[config.mk]
export PLATFORM = sky130hd
export DESIGN_NAME = cache_fill_fsm_flat
export DESIGN_NICKNAME = d
export VERILOG_FILES = /design/src/rtl/cache_fill_fsm_if.sv /design/src/rtl/cache_fill_fsm.sv /design/src/flat_wrapper.sv
export SDC_FILE = /design/constraint.sdc
export NUM_CORES = 1
export LEC_CHECK = 0
export CAP_MARGIN = 0
export CORE_ASPECT_RATIO = 0.6
export CORE_MARGIN = 4
export CORE_UTILIZATION = 35
export DETAILED_ROUTE_END_ITERATION = 16
export PLACE_DENSITY = 0.73
export SLEW_MARGIN = 10
export SYNTH_ARGS = -nofsm -noshare
export SYNTH_HDL_FRONTEND = slang
export SYNTH_SLANG_ARGS = --single-unit
[constraint.sdc]
create_clock -name clk -period 2.4 [get_ports clk]
set_clock_uncertainty 0.05 [all_clocks]
set_input_delay 0.36 -clock clk [delete_from_list [all_inputs] [get_ports clk]]
set_output_delay 0.36 -clock clk [all_outputs]
set_load 0.01 [all_outputs]
[src/rtl/cache_fill_fsm_if.sv]
`default_nettype none
// ============================================================================
//  Module   : cache_fill_fsm_if
//  Function : Requester, memory-port and cache-array signals of one line fill.
//  Revision : 1.0 - initial release
// ============================================================================
interface cache_fill_fsm_if;
  logic        miss_detected;
  logic [15:0] miss_address;
  logic        memory_data_valid;
  logic [15:0] memory_data;
  logic        fsm_busy;
  logic        memory_read_en;
  logic [15:0] memory_address;
  logic        write_data_array;
  logic        write_tag_array;
  logic [15:0] cache_addr;
  logic [15:0] cache_data_in;
  logic [7:0]  tag_out;

  // Fill controller side
  modport slave (
    input  miss_detected, miss_address, memory_data_valid, memory_data,
    output fsm_busy, memory_read_en, memory_address, write_data_array,
           write_tag_array, cache_addr, cache_data_in, tag_out
  );

  // Cache core / memory side
  modport master (
    output miss_detected, miss_address, memory_data_valid, memory_data,
    input  fsm_busy, memory_read_en, memory_address, write_data_array,
           write_tag_array, cache_addr, cache_data_in, tag_out
  );
endinterface
`default_nettype wire

[src/rtl/cache_fill_fsm.sv]
`default_nettype none
// ============================================================================
//  Module   : cache_fill_fsm
//  Function : Cache miss handler; fetches an 8-word line with pipelined reads,
//             writes each word into the data array, then installs the tag.
//  Revision : 1.0 - initial release
// ============================================================================
module cache_fill_fsm (
  input  wire logic       clk,
  input  wire logic       rst,
  cache_fill_fsm_if.slave fill_if
);

  localparam logic [3:0] c_WORDS_PER_LINE = 4'd8;
  localparam logic [3:0] c_LAST_WORD      = 4'd7;

  typedef enum logic [1:0] {
    S_IDLE = 2'd0,
    S_FILL = 2'd1,
    S_TAG  = 2'd2
  } state_t;

  state_t      r_state;
  state_t      w_next;
  logic [15:0] r_base;
  logic [3:0]  r_issue_cnt;
  logic [3:0]  r_recv_cnt;

  logic        w_busy;
  logic        w_read_en;
  logic [15:0] w_mem_addr;
  logic        w_wr_data;
  logic        w_wr_tag;
  logic [15:0] w_cache_addr;
  logic [15:0] w_cache_din;
  logic [7:0]  w_tag_out;

  always_comb begin
    w_next       = r_state;
    w_busy       = 1'b0;
    w_read_en    = 1'b0;
    w_mem_addr   = 16'h0000;
    w_wr_data    = 1'b0;
    w_wr_tag     = 1'b0;
    w_cache_addr = 16'h0000;
    w_cache_din  = 16'h0000;
    w_tag_out    = 8'h00;
    case (r_state)
      S_IDLE: begin
        // Stall is combinational so the pipeline freezes in the miss cycle.
        w_busy = fill_if.miss_detected;
        if (fill_if.miss_detected) begin
          w_next = S_FILL;
        end
      end
      S_FILL: begin
        w_busy    = 1'b1;
        w_read_en = (r_issue_cnt < c_WORDS_PER_LINE);
        if (w_read_en) begin
          w_mem_addr = r_base + {11'd0, r_issue_cnt, 1'b0};
        end
        if (fill_if.memory_data_valid) begin
          w_wr_data    = 1'b1;
          w_cache_addr = r_base + {11'd0, r_recv_cnt, 1'b0};
          w_cache_din  = fill_if.memory_data;
          if (r_recv_cnt == c_LAST_WORD) begin
            w_next = S_TAG;
          end
        end
      end
      S_TAG: begin
        w_busy       = 1'b1;
        w_wr_tag     = 1'b1;
        w_cache_addr = r_base;
        w_tag_out    = {r_base[15:10], 1'b1, 1'b0};
        w_next       = S_IDLE;
      end
      default: begin
        w_next = S_IDLE;
      end
    endcase
  end

  always_ff @(posedge clk) begin
    if (rst) begin
      r_state     <= S_IDLE;
      r_base      <= 16'h0000;
      r_issue_cnt <= 4'd0;
      r_recv_cnt  <= 4'd0;
    end else begin
      r_state <= w_next;
      case (r_state)
        S_IDLE: begin
          if (fill_if.miss_detected) begin
            r_base      <= fill_if.miss_address & 16'hFFF0;
            r_issue_cnt <= 4'd0;
            r_recv_cnt  <= 4'd0;
          end
        end
        S_FILL: begin
          if (w_read_en) begin
            r_issue_cnt <= r_issue_cnt + 4'd1;
          end
          if (w_wr_data) begin
            r_recv_cnt <= r_recv_cnt + 4'd1;
          end
        end
        default: begin
        end
      endcase
    end
  end

  assign fill_if.fsm_busy         = w_busy;
  assign fill_if.memory_read_en   = w_read_en;
  assign fill_if.memory_address   = w_mem_addr;
  assign fill_if.write_data_array = w_wr_data;
  assign fill_if.write_tag_array  = w_wr_tag;
  assign fill_if.cache_addr       = w_cache_addr;
  assign fill_if.cache_data_in    = w_cache_din;
  assign fill_if.tag_out          = w_tag_out;

endmodule
`default_nettype wire

[src/flat_wrapper.sv]
// flat-port wrapper written by rule: the top's interface ports become plain ports
module cache_fill_fsm_flat 
  (clk, rst, fill_if_miss_detected, fill_if_miss_address, fill_if_memory_data_valid, fill_if_memory_data, fill_if_fsm_busy, fill_if_memory_read_en, fill_if_memory_address, fill_if_write_data_array, fill_if_write_tag_array, fill_if_cache_addr, fill_if_cache_data_in, fill_if_tag_out);
  cache_fill_fsm_if fill_if_i ();
  input  wire logic clk;
  input  wire logic rst;
  input wire logic [$bits(fill_if_i.miss_detected)-1:0] fill_if_miss_detected;
  input wire logic [$bits(fill_if_i.miss_address)-1:0] fill_if_miss_address;
  input wire logic [$bits(fill_if_i.memory_data_valid)-1:0] fill_if_memory_data_valid;
  input wire logic [$bits(fill_if_i.memory_data)-1:0] fill_if_memory_data;
  output wire logic [$bits(fill_if_i.fsm_busy)-1:0] fill_if_fsm_busy;
  output wire logic [$bits(fill_if_i.memory_read_en)-1:0] fill_if_memory_read_en;
  output wire logic [$bits(fill_if_i.memory_address)-1:0] fill_if_memory_address;
  output wire logic [$bits(fill_if_i.write_data_array)-1:0] fill_if_write_data_array;
  output wire logic [$bits(fill_if_i.write_tag_array)-1:0] fill_if_write_tag_array;
  output wire logic [$bits(fill_if_i.cache_addr)-1:0] fill_if_cache_addr;
  output wire logic [$bits(fill_if_i.cache_data_in)-1:0] fill_if_cache_data_in;
  output wire logic [$bits(fill_if_i.tag_out)-1:0] fill_if_tag_out;
  assign fill_if_i.miss_detected = fill_if_miss_detected;
  assign fill_if_i.miss_address = fill_if_miss_address;
  assign fill_if_i.memory_data_valid = fill_if_memory_data_valid;
  assign fill_if_i.memory_data = fill_if_memory_data;
  assign fill_if_fsm_busy = fill_if_i.fsm_busy;
  assign fill_if_memory_read_en = fill_if_i.memory_read_en;
  assign fill_if_memory_address = fill_if_i.memory_address;
  assign fill_if_write_data_array = fill_if_i.write_data_array;
  assign fill_if_write_tag_array = fill_if_i.write_tag_array;
  assign fill_if_cache_addr = fill_if_i.cache_addr;
  assign fill_if_cache_data_in = fill_if_i.cache_data_in;
  assign fill_if_tag_out = fill_if_i.tag_out;
  cache_fill_fsm u_core (.clk(clk), .rst(rst), .fill_if(fill_if_i));
endmodule
==> flow_metrics.py <==
metrics = {
    "floorplan": {
        "row_count": 19,
        "start_util": 0.3750,
        "die_x_um": 100.1,
        "fp.coreArea_um2": 4755,
        "die_h_um": 63.29,
        "dieArea_um2": 6337,
        "ios": 96,
    },
    "sta": {
        "worst_slack_ps": 48.34,
        "finalHoldViolCount": 0,
        "period_needed_ps": 2352,
        "setup_viol": 0,
        "rsz0062_at_grt": "yes",
        "tns_ps": 0,
        "fin_crit_sh": 0.9799,
        "worst_pin_slew_ps": 524.9,
        "whs_ps": 481.0,
        "slew_headroom": 0.6401,
        "fmax_mhz": 425.2,
        "final_max_slew_viol_count": 0,
    },
    "finish": {
        "nFillCells": 423,
        "multi_input_area_um2": 1321,
        "area_delta_synth_final_pct": 74.18,
        "seqCellArea_um2": 447.9,
        "fin_nets": 406,
        "finalInstanceArea_um2": 3105,
        "drive_above_1_share": 0.1955,
        "diodes": 0,
    },
    "logic_synthesis": {
        "yosysTopAreaCell": "dfxtp_1",
        "synth.yosys.seq_area_share": 0.2470,
        "synth_edf_count": 0,
        "yosys_warnings": 0,
        "avgSynthCellArea_um2": 7.075,
        "netlist_area_um2": 1783,
        "synth_top_area_frac": 0.2470,
        "ys.flop_type": "dfxtp_1",
        "yosysUniqueCellTypes": 39,
        "async_flop_share": 0,
        "ys_seq_elements": 22,
        "syn_inst": 252,
        "synth_area_leaders": "dfxtp_1 (25%), a21oi_1 (8.1%), and3_1 (7.7%), ha_1 (7.7%), and2_1 (7.0%)",
    },
    "grt": {
        "overflow": 0,
        "grt_pass1_wl_um": 10340,
        "track_usage": 0.1980,
        "grt_max_degree": 30,
        "antenna_found_initial": 0,
        "grt_pass1_vias": 2031,
    },
    "critical_path": {
        "crit_path_start_kind": "flip-flop",
        "reg2reg_to": "u_core.r_recv_cnt[2]",
        "critPathMaxStageDelay_ps": 470,
        "slowest_stage": "clkdlybuf4s50_1",
        "reg2reg_depth": 7,
        "cp_max_fo": 29,
        "rr_startpoint": "u_core.r_state[1]",
        "critPathArrivalTime_ps": 1940,
        "cp_cell_sequence": "inv_2 -> ha_4 -> buf_12 -> nand2b_4 -> clkinvlp_4 -> and2_1 -> clkdlybuf4s50_1",
        "path_class": "flip-flop to output pin",
        "cp-end-kind": "output pin",
        "cp.required_ps": 1990,
        "crit_path_end": "fill_if_memory_address[5]",
        "startpoint": "u_core.r_state[1]",
        "reg2reg_setup_slack_ps": 680,
    },
    "route": {
        "ant_nets": 0,
        "wl_um": 6576,
        "wl_per_cell_um": 15.62,
        "drt_iter0_markers": 124,
        "drtPass1Iterations": 5,
        "drc_errors": 0,
        "vias": 2186,
        "avgViaCountPerCell": 5.192,
    },
    "place": {
        "post_dp_cell_area_um2": 2870,
        "numPortBuffers": 88,
        "gp_congestion": 0.8672,
        "hpwl_um": 4972,
        "pre_cts_ws_ps": -248.3,
    },
    "clocking": {
        "clk_path_buf_depth": 2,
        "clkSlewWorstSetupHoldPaths_ps": 90,
        "cts_tree": "yes",
        "clk_latency_ps": 270,
        "cts.htree.levels": 1,
        "cts_root_buf": "clkbuf_8",
        "cts_buffers": 3,
        "clock_sinks": 22,
    },
    "power": {
        "p_clk_frac": 0.173,
        "power_density_nw_per_um2": 663.4,
        "irDropWorstVdd_mv": 0.4066,
        "p_int_mw": 1.229,
        "fin_total_pwr_mw": 2.060,
        "p_leak_nw": 1.465,
        "switching_share": 0.4033,
        "power_frac_seq": 0.243,
        "p_sw_mw": 0.8308,
        "combPwrFrac": 0.584,
    },
    "hold_path": {
        "hold_class": "flip-flop to flip-flop",
    },
    "outcome": {
        "status": "finished, final reports clean",
    },
    "job": {
        "drv_cap": 0,
    },
}
worst max-delay path: cells and delay by family, from the launching register on:
family / cells / cell delay [ps]
flip-flops: 1 / 350
buffers and inverters: 4 / 840
adder cells (fa/ha/maj): 1 / 180
AND/OR/NAND/NOR: 2 / 280
final cells by class:
| cell class | count | area share |
|---|---|---|
| flip-flops and latches | 22 | 0.1442 |
| repair inverters | 1 | 0.002417 |
| multi-input cells | 204 | 0.4255 |
| clock inverters | 1 | 0.009670 |
| repair buffers | 121 | 0.3699 |
| inverters | 6 | 0.009670 |
| well taps | 63 | 0.02538 |
| clock buffers | 3 | 0.01330 |
worst min-delay path by stage:
stage / slack (ps) / to / startpoint / cells past startpoint
floorplan: 410 / u_core.r_base[15] / u_core.r_base[15] / 2
global placement: 460 / u_core.r_recv_cnt[1] / u_core.r_recv_cnt[1] / 2
detailed placement: 460 / u_core.r_recv_cnt[1] / u_core.r_recv_cnt[1] / 2
CTS: 470 / u_core.r_recv_cnt[1] / u_core.r_recv_cnt[1] / 2
global route: 510 / u_core.r_base[14] / u_core.r_base[14] / 2
finish: 480 / u_core.r_base[15] / u_core.r_base[15] / 2
through the flow:
step	utilization	std cells
2_1_floorplan	-	254
3_3_place_gp	0.6037	414
5_1_grt	0.6532	421
6_report	0.6532	421
3_5_place_dp	0.6037	414
4_1_cts	0.6189	418
logic make-up after synthesis:
group | share of synthesized area
other | 0.002103
multiplexers | 0.02386
adder cells (fa/ha/maj) | 0.07719
XOR/XNOR | 0.02947
flip-flops | 0.2470
AO/OA/AOI/OAI | 0.1846
buffers and inverters | 0.07578
AND/OR/NAND/NOR | 0.3600
cell usage after synthesis, types with 2 or more instances:
library cell and count:
nor3_1 5, a41oi_1 3, or4_1 3, nand4_1 4, buf_2 3, xor2_1 2, nand2b_1 2, nand3_1 10
clkbuf_1 12, nand3b_1 2, mux2i_1 2, or3_1 3, o21ai_0 14, a21oi_1 29, mux2_2 2, clkinv_1 2
a211oi_1 2, a31oi_1 2, xnor2_1 4, ha_1 11, buf_4 5, and3_1 22, nor2_1 14, dfxtp_1 22
nand2_1 31, nor2b_1 2, o31ai_1 2, a22oi_1 3, inv_1 4, a21o_1 2, and2_1 20
registers in the layout, summed over array words and instances (netlist names):
| register | cells |
|---|---|
| u_core.r_recv_cnt | 4 |
| u_core.r_issue_cnt | 4 |
| u_core.r_state | 2 |
| u_core.r_base | 12 |
power groups by stage:
stage	combinational (mW)	sequential (mW)	clock [mW]
detailed placement	1.05	0.491	0
global route	1.31	0.508	0.377
global placement	1.03	0.488	0
CTS	1.05	0.486	0.357
floorplan	0.553	0.466	0
finish	1.20	0.501	0.356
per-layer routing:
metal,part of all wire,vias to the layer above,track usage,wire [um]
met5,0,-,0,0
met4,0.0064,0,0.02857,42
met3,0.082,5,0.04300,538
met2,0.42,88,0.2805,2790
met1,0.49,1005,0.3069,3204
li1,-,1088,-,-
cell usage in the layout (no fill, tap or decap), types with 11 or more instances in the layout:
master / instances
nand2_1: 30
clkdlybuf4s50_1: 65
and2_1: 19
and3_1: 22
dlymetal6s2s_1: 11
buf_4: 31
dfxtp_1: 20
o21ai_0: 13
a21oi_1: 27
nor2_1: 13
what timing repair did:
action,CTS,global route
setup buffers,0,2
endpoints found under the setup margin,31,45
hold buffers,0,0
pin swaps,1,2
cloned,0,1
resized for setup,26,47
No activity file was read; power rests on OpenSTA's default activity.
